`src/rtl/angle_divider_seq.sv`:
```
// Multi-cycle restoring radix-2 unsigned divider for angle range reduction.
// Optional quadrant output is enabled by defining DIVIDER_QUADRANT_EN.
module angle_divider_seq #(
  parameter int DATA_WIDTH = 32
) (
  input  logic                  clk,
  input  logic                  reset,
  input  logic                  en_divider,
  input  logic [DATA_WIDTH-1:0] data_in,
  input  logic [DATA_WIDTH-1:0] divisor_in,
  output logic                  busy,
  output logic                  valid_out,
  output logic [DATA_WIDTH-1:0] data_out,
  output logic [DATA_WIDTH-1:0] remainder_out,
  output logic                  div_by_zero
`ifdef DIVIDER_QUADRANT_EN
  ,
  output logic [1:0]            quadrant
`endif
);

  localparam int CNT_W = $clog2(DATA_WIDTH);
  localparam logic [CNT_W-1:0] CNT_LOAD = CNT_W'(DATA_WIDTH - 1);

  typedef enum logic [1:0] {
    IDLE,
    RUN,
    DONE
  } state_t;

  state_t state_reg, state_next;

  // The dividend register doubles as the quotient register: each step shifts
  // one dividend bit out of the top and one quotient bit in at the bottom.
  logic [DATA_WIDTH-1:0] dividend_reg, dividend_next;
  logic [DATA_WIDTH-1:0] divisor_reg, divisor_next;
  logic [DATA_WIDTH:0]   rem_reg, rem_next;
  logic [CNT_W-1:0]      count_reg, count_next;

  logic [DATA_WIDTH-1:0] quot_out_reg, quot_out_next;
  logic [DATA_WIDTH-1:0] rem_out_reg, rem_out_next;
  logic                  dbz_reg, dbz_next;

  logic [DATA_WIDTH:0]   shifted;
  logic [DATA_WIDTH+1:0] diff;
  logic                  q_bit;
  logic [DATA_WIDTH:0]   step_rem;
  logic [DATA_WIDTH-1:0] step_quot;

`ifdef DIVIDER_QUADRANT_EN
  logic [1:0] quad_reg, quad_next;
`endif

  // One extra bit on the difference makes its MSB the borrow, i.e. shifted < divisor.
  always_comb begin
    shifted   = {rem_reg[DATA_WIDTH-1:0], dividend_reg[DATA_WIDTH-1]};
    diff      = {rem_reg, dividend_reg[DATA_WIDTH-1]} - {2'b00, divisor_reg};
    q_bit     = ~diff[DATA_WIDTH+1];
    step_rem  = q_bit ? diff[DATA_WIDTH:0] : shifted;
    step_quot = {dividend_reg[DATA_WIDTH-2:0], q_bit};
  end

  always_comb begin
    state_next    = state_reg;
    dividend_next = dividend_reg;
    divisor_next  = divisor_reg;
    rem_next      = rem_reg;
    count_next    = count_reg;
    quot_out_next = quot_out_reg;
    rem_out_next  = rem_out_reg;
    dbz_next      = dbz_reg;
`ifdef DIVIDER_QUADRANT_EN
    quad_next     = quad_reg;
`endif

    case (state_reg)
      IDLE, DONE: begin
        if (en_divider) begin
          dividend_next = data_in;
          divisor_next  = divisor_in;
          rem_next      = '0;
          count_next    = CNT_LOAD;
          if (divisor_in != '0) begin
            state_next = RUN;
          end else begin
            state_next    = DONE;
            quot_out_next = '1;
            rem_out_next  = data_in;
            dbz_next      = 1'b1;
`ifdef DIVIDER_QUADRANT_EN
            quad_next     = 2'b11;
`endif
          end
        end else if (state_reg == DONE) begin
          state_next = IDLE;
        end
      end

      RUN: begin
        dividend_next = step_quot;
        rem_next      = step_rem;
        if (count_reg == '0) begin
          state_next    = DONE;
          quot_out_next = step_quot;
          rem_out_next  = step_rem[DATA_WIDTH-1:0];
          dbz_next      = 1'b0;
`ifdef DIVIDER_QUADRANT_EN
          quad_next     = step_quot[1:0];
`endif
        end else begin
          count_next = count_reg - 1'b1;
        end
      end

      default: state_next = IDLE;
    endcase
  end

  always_ff @(posedge clk) begin
    if (reset) begin
      state_reg <= IDLE;
    end else begin
      state_reg <= state_next;
    end
  end

  // Result registers clear on reset; working registers are don't-care until the next capture.
  always_ff @(posedge clk) begin
    if (reset) begin
      dividend_reg <= '0;
      divisor_reg  <= '0;
      rem_reg      <= '0;
      count_reg    <= '0;
      quot_out_reg <= '0;
      rem_out_reg  <= '0;
      dbz_reg      <= 1'b0;
    end else begin
      dividend_reg <= dividend_next;
      divisor_reg  <= divisor_next;
      rem_reg      <= rem_next;
      count_reg    <= count_next;
      quot_out_reg <= quot_out_next;
      rem_out_reg  <= rem_out_next;
      dbz_reg      <= dbz_next;
    end
  end

`ifdef DIVIDER_QUADRANT_EN
  always_ff @(posedge clk) begin
    if (reset) begin
      quad_reg <= 2'b00;
    end else begin
      quad_reg <= quad_next;
    end
  end

  assign quadrant = quad_reg;
`endif

  assign busy          = (state_reg == RUN);
  assign valid_out     = (state_reg == DONE);
  assign data_out      = quot_out_reg;
  assign remainder_out = rem_out_reg;
  assign div_by_zero   = dbz_reg;

endmodule

```
`config.mk`:
```
export PLATFORM = sky130hd
export DESIGN_NAME = angle_divider_seq
export DESIGN_NICKNAME = d
export VERILOG_FILES = /design/src/rtl/angle_divider_seq.sv
export SDC_FILE = /design/constraint.sdc
export NUM_CORES = 1
export LEC_CHECK = 0
export CAP_MARGIN = 20
export CORE_MARGIN = 5
export CORE_UTILIZATION = 56
export CTS_BUF_LIST = sky130_fd_sc_hd__clkbuf_4 sky130_fd_sc_hd__clkbuf_8
export CTS_CLUSTER_SIZE = 24
export DETAILED_ROUTE_END_ITERATION = 10
export HOLD_SLACK_MARGIN = 0.12
export PLACE_DENSITY = 0.82
export SLEW_MARGIN = 20
export SYNTH_ARGS = -nofsm -noshare
export SYNTH_HDL_FRONTEND = slang
export SYNTH_SLANG_ARGS = --single-unit
```
`constraint.sdc`:
```
create_clock -name clk -period 3.94 [get_ports clk]
set_input_delay 0.788 -clock clk [delete_from_list [all_inputs] [get_ports clk]]
set_output_delay 0.788 -clock clk [all_outputs]
set_load 0.02 [all_outputs]
```
======== Word level (Yosys, flattened, before mapping) ========
Index checks and enable logic that the tools add are counted.
storage, ports and cells
  bits in registers ....................... 169
  input port bits ......................... 67
  output and inout port bits .............. 67
operators by class
  add/sub/neg operators ................... 2
  eq/ne operators ......................... 7
  multiplexer cells ....................... 25
  bitwise operators ....................... 1
  reductions and logical operators ........ 10
operators by type and width
  cell                                              number
  two-way mux 32 bit                                7
  case mux 32 bit (2 select lines)                  3
  two-way mux 33 bit                                2
  case mux 33 bit (2 select lines)                  1
  subtractor 34 x 32 -> 34 bit                      1
  nonzero test 32 bit                               1
  two-way mux 5 bit                                 2
  case mux 5 bit (2 select lines)                   1
  two-way mux 2 bit                                 4
  != test 2 bit, second input constant              3
  AND reduction 2 bit                               3
  zero test 5 bit                                   1
  subtractor 5 x 1 -> 5 bit, second input constant  1
  case mux 2 bit (2 select lines)                   1
  AND reduction 4 bit                               1
  two-way mux 1 bit                                 3
  != test 3 bit, second input constant              1
  AND reduction 3 bit                               1
  == test 2 x 1 -> 1 bit, second input constant     1
  == test 2 bit, second input constant              1
  zero test 2 bit                                   1
  != test 2 x 1 -> 1 bit, second input constant     1
  case mux 1 bit (2 select lines)                   1
  nonzero test 2 bit                                1
  other kinds (2)                                   2

======== Logic depth before layout (Yosys ltp) ========
Gate-level depths: netlist of the first run.
  depth after elaboration ................. 4
  gate-level depth with buffers ........... 14

======== Worst setup path before layout of the first run ========
No wires, ideal clock.
  path type ............................... register to register
  start ................................... register dividend_reg[31]
  end ..................................... register rem_out_reg[30] (netlist: remainder_out[30])
  data arrival time ....................... 2619 ps
  data required time ...................... 3798 ps
  path slack .............................. 1178 ps
  stages on the path, launching flop included .. 14
  path buffers ............................ 0
  clock period less this slack ............ 2762 ps
  path through ............................ dfxtp_1 inv_1 ha_1 inv_1 fa_1 a21o_1 a221o_2 a211oi_2 o31a_2 o31a_2 o21ai_2 a21o_1 a31oi_1 a221oi_1
on the way
  longest elaborated chain between the ends .. 4
ends and longest elaborated chain
  what                              RTL line  source
  start: declaration                35        logic [DATA_WIDTH-1:0] dividend_reg, dividend_next;
  start signal: assignment          138       dividend_reg <= dividend_next;
  subtractor 34 x 32 -> 34 bit      57        diff = {rem_reg, dividend_reg[DATA_WIDTH-1]} - {2'b00, divisor_reg};
  two-way mux 33 bit                59        step_rem = q_bit ? diff[DATA_WIDTH:0] : shifted;
  two-way mux 32 bit                102       if (count_reg == '0) begin
  case mux 32 bit (2 select lines)  76        case (state_reg)
  end signal: assignment            143       rem_out_reg <= rem_out_next;
  end: declaration                  41        logic [DATA_WIDTH-1:0] rem_out_reg, rem_out_next;
Every way passes these cells. The select of a mux whose other input is x is not followed.
A chain may end at the register's enable or synchronous reset.

======== Worst setup path in the final report of the first run ========
  start ................................... register divisor_reg[6]
  end ..................................... register rem_out_reg[22] (netlist: remainder_out[22])
on the way
  longest elaborated chain between the ends .. 4
ends and longest elaborated chain
  what                              RTL line  source
  start: declaration                36        logic [DATA_WIDTH-1:0] divisor_reg, divisor_next;
  start signal: assignment          139       divisor_reg <= divisor_next;
  subtractor 34 x 32 -> 34 bit      57
  two-way mux 33 bit                59
  two-way mux 32 bit                102
  case mux 32 bit (2 select lines)  76
Every way passes these cells. The select of a mux whose other input is x is not followed.

==> results of run 1 <==
## final cells by class
cell class	instances	area, sq um	area share
Tap cell	211	264	0.0250
Timing Repair Buffer	147	1450	0.137
Sequential cell	169	3380	0.321
Inverter	50	188	0.0178
Clock inverter	14	186	0.0177
Clock buffer	18	248	0.0235
Multi-Input combinational cell	813	4840	0.458
## metal layers
metal | up-vias | GRT usage | part of all wire
li1 | 4092 | - | -
met1 | 4021 | 0.374 | 0.43
met2 | 371 | 0.447 | 0.47
met3 | 56 | 0.0566 | 0.075
met4 | 0 | 0.0885 | 0.029
met5 | - | 0 | 0
## Yosys cell counts, types with 4 or more instances
cell,count,area share
clkbuf_1,61,0.026
xnor2_1,21,0.021
o21ai_0,59,0.034
nor4_1,10,0.0071
mux2i_1,21,0.024
a21boi_0,4,0.0034
a311oi_1,32,0.032
o22ai_1,4,0.0029
and2_1,4,0.0029
a31oi_1,12,0.0086
dfxtp_1,169,0.39
and4_1,8,0.0080
o21bai_1,5,0.0043
o221ai_1,14,0.014
nor3_1,69,0.039
nand2_1,206,0.088
a21oi_1,78,0.045
a211oi_1,5,0.0043
nor2b_1,4,0.0029
nor2_1,98,0.042
o211ai_1,7,0.0060
ha_1,34,0.049
inv_1,50,0.021
xor2_1,11,0.011
nand3_1,6,0.0034
a21o_1,13,0.011
nand4_1,28,0.020
buf_2,5,0.0029
buf_1,15,0.0064
nand2b_1,7,0.0050
## worst paths after layout
| kind | start | cells past startpoint | slack [ps] | endpoint |
|---|---|---|---|---|
| worst max-delay path | divisor_reg[6] | 12 | 560 | remainder_out[22] |
| worst min-delay path | divisor_reg[11] | 2 | 460 | divisor_reg[11] |
| worst max register to register | divisor_reg[6] | 12 | 560 | remainder_out[22] |
| worst min register to register | divisor_reg[11] | 2 | 460 | divisor_reg[11] |
## cell families after synthesis
logic type / Yosys count
compound gates: 270
simple gates: 453
fa+ha+maj: 35
flops: 169
buf+inv: 136
xor+xnor: 32
mux: 23
## where the power goes
group / total [mW] / switching, mW / leakage (nW) / internal, mW
clock network: 1.35 / 0.692 / 0.206 / 0.659
registers: 1.94 / 0.0969 / 1.38 / 1.84
logic: 1.71 / 1.01 / 2.38 / 0.699
total: 5.00 / 1.80 / 3.96 / 3.20
## worst register-to-register path, delay by kind of cell (launching register included)
kind	cells	cell delay, ps
multiplexers	1	410
adder cells (fa/ha/maj)	1	360
AO/OA/AOI/OAI	8	1780
flip-flops	1	360
buffers and inverters	2	340
==> flow_summary_export.csv, run 1 <==
group,metric,value,unit
outcome,status,"completed",
timing,hold-worst-slack,461,ps
setup_path,crit_family,"compound AO/OA/AOI/OAI gates",
logic_synthesis,avgSynthCellArea,7.83,sq um
grt,grt_max_degree,79,
layout,layout_common_cells,"206 x nand2_1, 169 x dfxtp_1, 132 x clkdlybuf4s50_1, 97 x nor2_1, 78 x a21oi_1",
drt,post_drt_wl_per_cell,18.0,microns
drt,drt_iter0_drc,837,
power_and_ir_drop,cellLeakagePower,3.96,nW
die,die_area,18200,sq um
power_and_ir_drop,p_per_area,473,nW/um^2
logic_synthesis,yosysSeqAreaShare,0.387,
layout,layout_commonest_cell,"nand2_1",
worst_hold_path,hp-class,"register to register",
timing,fin_ws,560,ps
layout,final_nets,1300,
setup_path,criticalPathCategory,"register to register",
layout,fill_cells,1290,
cts,cts.sinks,169,
timing,fin_crit_sh,0.858,
layout,drive_gt1_frac,0.0628,
placement,placed_area,10100,sq um
layout,post-route-util,0.692,
cts,clk_latency,470,ps
setup_path,crit_buf_inv,2,
drt,route.detailed.drc,0,
layout,area_growth,20.6,%
layout,final-instance-count-excl-fill,1422,
die,start_util,0.574,
setup_path,crit_path_top_delay_cell,"mux2_2",
logic_synthesis,ys_ff_latch,169,
setup_path,crit_chain,"inv_1, ha_1, a21oi_1, o211ai_1, a21boi_0, o211ai_1, o221a_1, a211oi_4, buf_12, mux2_2, o21ai_0, a21oi_1",
job,drv_cap,0,
timing,slew_headroom,0.371,
logic_synthesis,synth_edf_count,0,
placement,portBuffers,133,
cts,clockRootBuffer,"clkbuf_8",
cts,cts_tree,"yes",
logic_synthesis,synth.area.mux_share,0.0266,
cts,ctsResizeCount,0,
logic_synthesis,synthSimpleGateAreaFrac,0.229,
logic_synthesis,syn_area,8750,sq um
timing,finalSetupTns,0,ps
logic_synthesis,syn-num-nets,1220,
logic_synthesis,ys_async_sr_fraction,0,
grt,grt_overflow_total,0,
cts,path_clk_slew,90,ps
logic_synthesis,synth_xor_area_frac,0.0320,
timing,hold_violations,0,
die,io_pins,134,
timing,finalSetupViolCount,0,
cts,numCtsBuffers,17,
drt,num_vias,8540,
layout,largest_reg_flops,33,
die,placeableCoreArea,15300,sq um
cts,cts.path.max_buffers,2,
logic_synthesis,yosys_warnings,0,
timing,fin_crit,3380,ps
setup_path,critPathMaxFanout,41,
logic_synthesis,synth_top_family_by_area,"simple AND/OR/NAND/NOR gates",
cts,cts_setup_buffers,0,
setup_path,worstPathRequired,4270,ps
logic_synthesis,synth-adder-area-share,0.0509,
drt,drtPass1Iterations,6,
placement,place.gp.congestion,0.947,
placement,place_ws,574,ps
logic_synthesis,synth_compound_gate_area_share,0.209,
grt,grt_first_pass_wirelength,40800,microns
power_and_ir_drop,power,5.00,mW
drt,wl,25600,microns
layout,num_antenna_cells,0,
timing,clock_skew,13.7,ps
timing,clock.fmax,296,MHz
die,fp.dieH,135,microns
grt,antenna_found_initial,0,
logic_synthesis,ys.flop_type,"dfxtp_1",
timing,grt_setup_unrepaired,"false",
setup_path,cpPeakStageDelay,400,ps
die,rows,45,
drt,avgViaCountPerCell,6.01,
setup_path,endpoint_kind,"register",
timing,tightest_slew,941,ps
placement,dp_hpwl,18100,microns
grt,track_usage,0.277,
cts,cts-hold-fix-buffers,0,
timing,maxSlewViolCount,0,
logic_synthesis,synth_cells,1118,
die,fp.dieW,135,microns
logic_synthesis,netlist-cell-type-count,70,
setup_path,setup.worst_path.start_class,"register",
power_and_ir_drop,peakVddDrop,0.269,mV
placement,dpl.cell_count,1390,
grt,grt_pass1_vias,7943,
cts,htree_levels,4,
setup_path,crit_arrival,3710,ps
layout,final_area,10600,sq um
drt,ant_nets,0,
No activity file was read; power rests on OpenSTA's default activity.
==> inputs of run 2 (changes only) <==
- CORE_MARGIN: 5 -> unset
- CORE_UTILIZATION: 56 -> 53
- PLACE_DENSITY: 0.82 -> 0.79
==> run 2 against run 1 <==
- flip-flop and latch count unchanged
- cell count up 0.28%
- critical path depth unchanged
- utilization down 3.5 points
- routed wire length down 3.1%
- die area down 6.6%
- fmax down 7.3%
==> flow_summary_export.csv, run 2 (synthesis results as in run 1) <==
group,metric,value,unit
setup_path,startpoint,"divisor_reg[6]",
die,placeableCoreArea,16000,sq um
cts,htree_levels,4,
layout,fill_cells,1427,
timing,clock_skew,14.7,ps
grt,use_met2,0.472,
setup_path,r2r-end,"remainder_out[30]",
setup_path,reg2reg_from,"divisor_reg[6]",
placement,portBuffers,133,
layout,largest_reg_flops,33,
drt,ant_nets,0,
setup_path,endpoint,"remainder_out[30]",
layout,regArea,3380,sq um
drt,wl,24800,microns
power_and_ir_drop,peakVddDrop,0.273,mV
setup_path,crit_arrival,3970,ps
drt,drt_iter0_drc,846,
timing,finalSetupTns,0,ps
setup_path,criticalPathCategory,"register to register",
timing,finalSetupViolCount,0,
timing,slew_headroom,0.379,
layout,final_area,10500,sq um
timing,grt_setup_unrepaired,"false",
setup_path,critPathMaxFanout,39,
die,fp.dieW,131,microns
drt,num_vias,8386,
drt,avgViaCountPerCell,5.88,
grt,grt_first_pass_wirelength,39300,microns
grt,antenna_found_initial,0,
outcome,status,"completed",
cts,cts_setup_buffers,0,
die,start_util,0.547,
setup_path,setup.worst_path.start_class,"register",
layout,multi_input_area,4840,sq um
die,die_area,17000,sq um
cts,cts.sinks,169,
grt,gr-usage-met3,0.0513,
layout,num_antenna_cells,0,
cts,cts.path.max_buffers,2,
grt,track_usage,0.297,
grt,met1_usage,0.399,
cts,path_clk_slew,90,ps
layout,layout_common_cells,"206 x nand2_1, 169 x dfxtp_1, 132 x clkdlybuf4s50_1, 97 x nor2_1, 78 x a21oi_1",
grt,grt_pass1_vias,7652,
layout,final_nets,1300,
layout,final-instance-count-excl-fill,1426,
cts,clk_latency,480,ps
layout,area_growth,20.1,%
placement,dpl.cell_count,1395,
timing,fin_crit_sh,0.925,
timing,tightest_slew,928,ps
cts,clockRootBuffer,"clkbuf_8",
placement,place.gp.congestion,0.915,
layout,layout_commonest_cell,"nand2_1",
cts,numCtsBuffers,17,
cts,ctsResizeCount,0,
placement,placed_area,10100,sq um
placement,dp_hpwl,17800,microns
die,fp.dieH,131,microns
cts,cts-hold-fix-buffers,0,
worst_hold_path,hp-class,"register to register",
power_and_ir_drop,cellLeakagePower,3.94,nW
job,drv_cap,0,
drt,post_drt_wl_per_cell,17.4,microns
cts,cts_tree,"yes",
layout,drive_gt1_frac,0.0620,
timing,fin_crit,3650,ps
drt,drtPass1Iterations,5,
setup_path,worstPathRequired,4270,ps
timing,clock.fmax,274,MHz
setup_path,ff2ff_path_depth,12,
die,io_pins,134,
die,rows,46,
timing,hold_violations,0,
grt,grt.busiest_layer,"met2",
layout,post-route-util,0.657,
setup_path,r2r_setup_slack,290,ps
timing,maxSlewViolCount,0,
drt,route.detailed.drc,0,
grt,grt_overflow_total,0,
grt,grt_max_degree,78,
power_and_ir_drop,p_per_area,465,nW/um^2
setup_path,endpoint_kind,"register",
## run 2: cell types whose count changed in the layout (fill, tap and decap cells not counted), sizes merged
| cell | before | now |
|---|---|---|
| bufinv | 3 | 1 |
| clkinv | 2 | 3 |
| clkinvlp | 4 | 3 |
| inv | 55 | 56 |
## run 2: how the worst min path moves through the flow
stage | start | endpoint | depth (start not counted)
after CTS | divisor_reg[27] | divisor_reg[27] | 2
after global placement | remainder_out[22] | remainder_out[22] | 2
after detailed placement | divisor_reg[25] | divisor_reg[25] | 2
final | divisor_reg[27] | divisor_reg[27] | 2
after floorplan | divisor_reg[10] | divisor_reg[10] | 2
after global routing | divisor_reg[7] | divisor_reg[7] | 2
## run 2: worst max-delay path: stages (launching register included)
cell and delay [ps]:
dfxtp_1 360, inv_1 50, ha_1 350, a21oi_1 260, o211ai_1 120, a21boi_0 270
o211ai_1 250, o221a_1 340, a211oi_4 490, buf_12 290, and2b_1 210, a31oi_1 330
a221oi_1 160
## run 2: cell type report
type / instances / share of cell area
Clock buffer: 18 / 0.0236
Clock inverter: 13 / 0.0130
Inverter: 50 / 0.0179
Multi-Input combinational cell: 813 / 0.460
Sequential cell: 169 / 0.322
Tap cell: 216 / 0.0257
Timing Repair Buffer: 147 / 0.138
## run 2: per-layer routing
| layer | wire, microns | part of all wire |
|---|---|---|
| met2 | 11400 | 0.46 |
| met3 | 1540 | 0.062 |
| met5 | 0 | 0 |
| met1 | 11100 | 0.45 |
| met4 | 775 | 0.031 |
## run 2: per-stage QoR
step	setup slack, ps	power (mW)	hold WS, ps
floorplan	1180	3.20	436
global placement	419	3.63	443
detailed placement	322	3.66	448
CTS	307	4.87	461
global route	92.8	5.13	475
finish	294	4.88	460
## run 2: where the power goes
part | internal [mW] | switching (mW) | leakage, nW
sequential | 1.84 | 0.0992 | 1.38
clock | 0.531 | 0.703 | 0.187
combinational | 0.699 | 1.01 | 2.38
total | 3.07 | 1.81 | 3.94
==> inputs of run 3 (changes only) <==
- CORE_UTILIZATION: 53 -> 35
- PLACE_DENSITY: 0.79 -> 0.56
==> run 3 against run 2 <==
- register-to-register slack better by 160 ps
- flip-flop and latch count stayed put
- non-clock buffer count is 7 higher
- cell count is 8.1% higher
- largest cell class unchanged
- largest power group unchanged
- highest routed layer unchanged
==> flow_summary_export.csv, run 3 (synthesis results as in run 1) <==
group,metric,value,unit
cts,cts-hold-fix-buffers,0,
timing,clock_skew,15.1,ps
timing,slew_headroom,0.340,
layout,layout_common_cells,"206 x nand2_1, 169 x dfxtp_1, 132 x clkdlybuf4s50_1, 97 x nor2_1, 78 x a21oi_1",
layout,final_area,10700,sq um
die,io_pins,134,
drt,route.detailed.drc,0,
layout,drive_gt1_frac,0.0674,
cts,cts.path.max_buffers,2,
die,fp.dieH,160,microns
cts,clk_latency,470,ps
placement,placed_area,10300,sq um
power_and_ir_drop,power,4.91,mW
layout,num_antenna_cells,0,
die,start_util,0.359,
grt,grt_pass1_vias,7778,
setup_path,criticalPathCategory,"register to register",
drt,drt_iter0_drc,533,
setup_path,worstPathRequired,4260,ps
worst_hold_path,hp-class,"register to register",
drt,num_vias,8222,
timing,hold_violations,0,
power_and_ir_drop,p_per_area,460,nW/um^2
drt,avgViaCountPerCell,5.34,
placement,portBuffers,133,
cts,path_clk_slew,100,ps
setup_path,reg2reg_from,"dividend_reg[31]",
outcome,status,"completed",
layout,final-instance-count-excl-fill,1541,
setup_path,startpoint,"dividend_reg[31]",
grt,track_usage,0.215,
drt,ant_nets,0,
setup_path,crit_arrival,3810,ps
timing,fin_crit_sh,0.885,
timing,maxSlewViolCount,0,
timing,fin_crit,3490,ps
cts,ctsResizeCount,0,
grt,grt_max_degree,91,
power_and_ir_drop,peakVddDrop,0.173,mV
drt,post_drt_wl_per_cell,17.8,microns
cts,cts.sinks,169,
placement,dpl.cell_count,1510,
grt,grt_first_pass_wirelength,43500,microns
setup_path,critPathMaxFanout,4,
die,fp.dieW,160,microns
setup_path,r2r-end,"rem_reg[28]",
timing,hold-worst-slack,460,ps
layout,fill_cells,2519,
cts,cts_setup_buffers,0,
grt,grt_overflow_total,0,
job,drv_cap,0,
drt,drtPass1Iterations,5,
die,placeableCoreArea,24400,sq um
layout,area_growth,22.1,%
cts,clockRootBuffer,"clkbuf_8",
setup_path,setup.worst_path.start_class,"register",
timing,tightest_slew,988,ps
setup_path,ff2ff_path_depth,14,
timing,finalSetupViolCount,0,
cts,numCtsBuffers,17,
setup_path,endpoint_kind,"register",
grt,antenna_found_initial,0,
layout,largest_reg_flops,33,
timing,grt_setup_unrepaired,"false",
cts,htree_levels,4,
power_and_ir_drop,cellLeakagePower,3.98,nW
cts,cts_tree,"yes",
die,die_area,25600,sq um
timing,clock.fmax,287,MHz
placement,dp_hpwl,19500,microns
layout,final_nets,1307,
timing,finalSetupTns,0,ps
drt,wl,27400,microns
die,rows,57,
layout,layout_commonest_cell,"nand2_1",
placement,place.gp.congestion,0.857,
setup_path,r2r_setup_slack,450,ps
setup_path,endpoint,"rem_reg[28]",
## run 3: where the power goes
| group | switching, mW | leakage, nW | total [mW] | internal, mW |
|---|---|---|---|---|
| registers | 0.0983 | 1.38 | 1.94 | 1.84 |
| logic | 1.02 | 2.41 | 1.73 | 0.710 |
| clock network | 0.723 | 0.189 | 1.24 | 0.515 |
| total | 1.84 | 3.98 | 4.91 | 3.07 |
## run 3: how the worst min path moves through the flow
stage                      endpoint  cells past startpoint            start
global route         divisor_reg[3]                      2   divisor_reg[3]
global placement    divisor_reg[31]                      2  divisor_reg[31]
floorplan           divisor_reg[10]                      2  divisor_reg[10]
detailed placement  divisor_reg[29]                      2  divisor_reg[29]
CTS                 divisor_reg[29]                      2  divisor_reg[29]
finish              divisor_reg[29]                      2  divisor_reg[29]
## run 3: metrics by stage
| stage | setup slack, ps | utilization |
|---|---|---|
| floorplan | 1180 | - |
| global placement | 533 | 0.423 |
| detailed placement | 544 | 0.423 |
| CTS | 512 | 0.438 |
| global route | 320 | 0.438 |
| finish | 451 | 0.438 |
## run 3: final cells by class
| type | instances | area [sq um] | share of cell area |
|---|---|---|---|
| well taps | 324 | 405 | 0.0379 |
| inverters | 50 | 188 | 0.0176 |
| clock inverters | 14 | 138 | 0.0129 |
| clock buffers | 17 | 234 | 0.0219 |
| flip-flops and latches | 169 | 3380 | 0.317 |
| repair buffers | 154 | 1500 | 0.140 |
| multi-input cells | 813 | 4840 | 0.453 |
## run 3: critical path: stages, from the launching register on
cell,delay [ps]
dfxtp_1,380
inv_1,80
ha_1,150
inv_1,50
fa_1,400
a21o_1,200
a221o_2,380
a211oi_2,220
buf_4,170
o31a_1,250
o31a_1,300
o21ai_0,160
xnor2_1,150
mux2i_1,310
o21ai_0,130
## run 3: routing by layer
metal / routed length (microns) / track usage
met4: 341 / 0.0558
met5: 0 / 0
met1: 13600 / 0.304
met2: 12400 / 0.342
met3: 969 / 0.0281
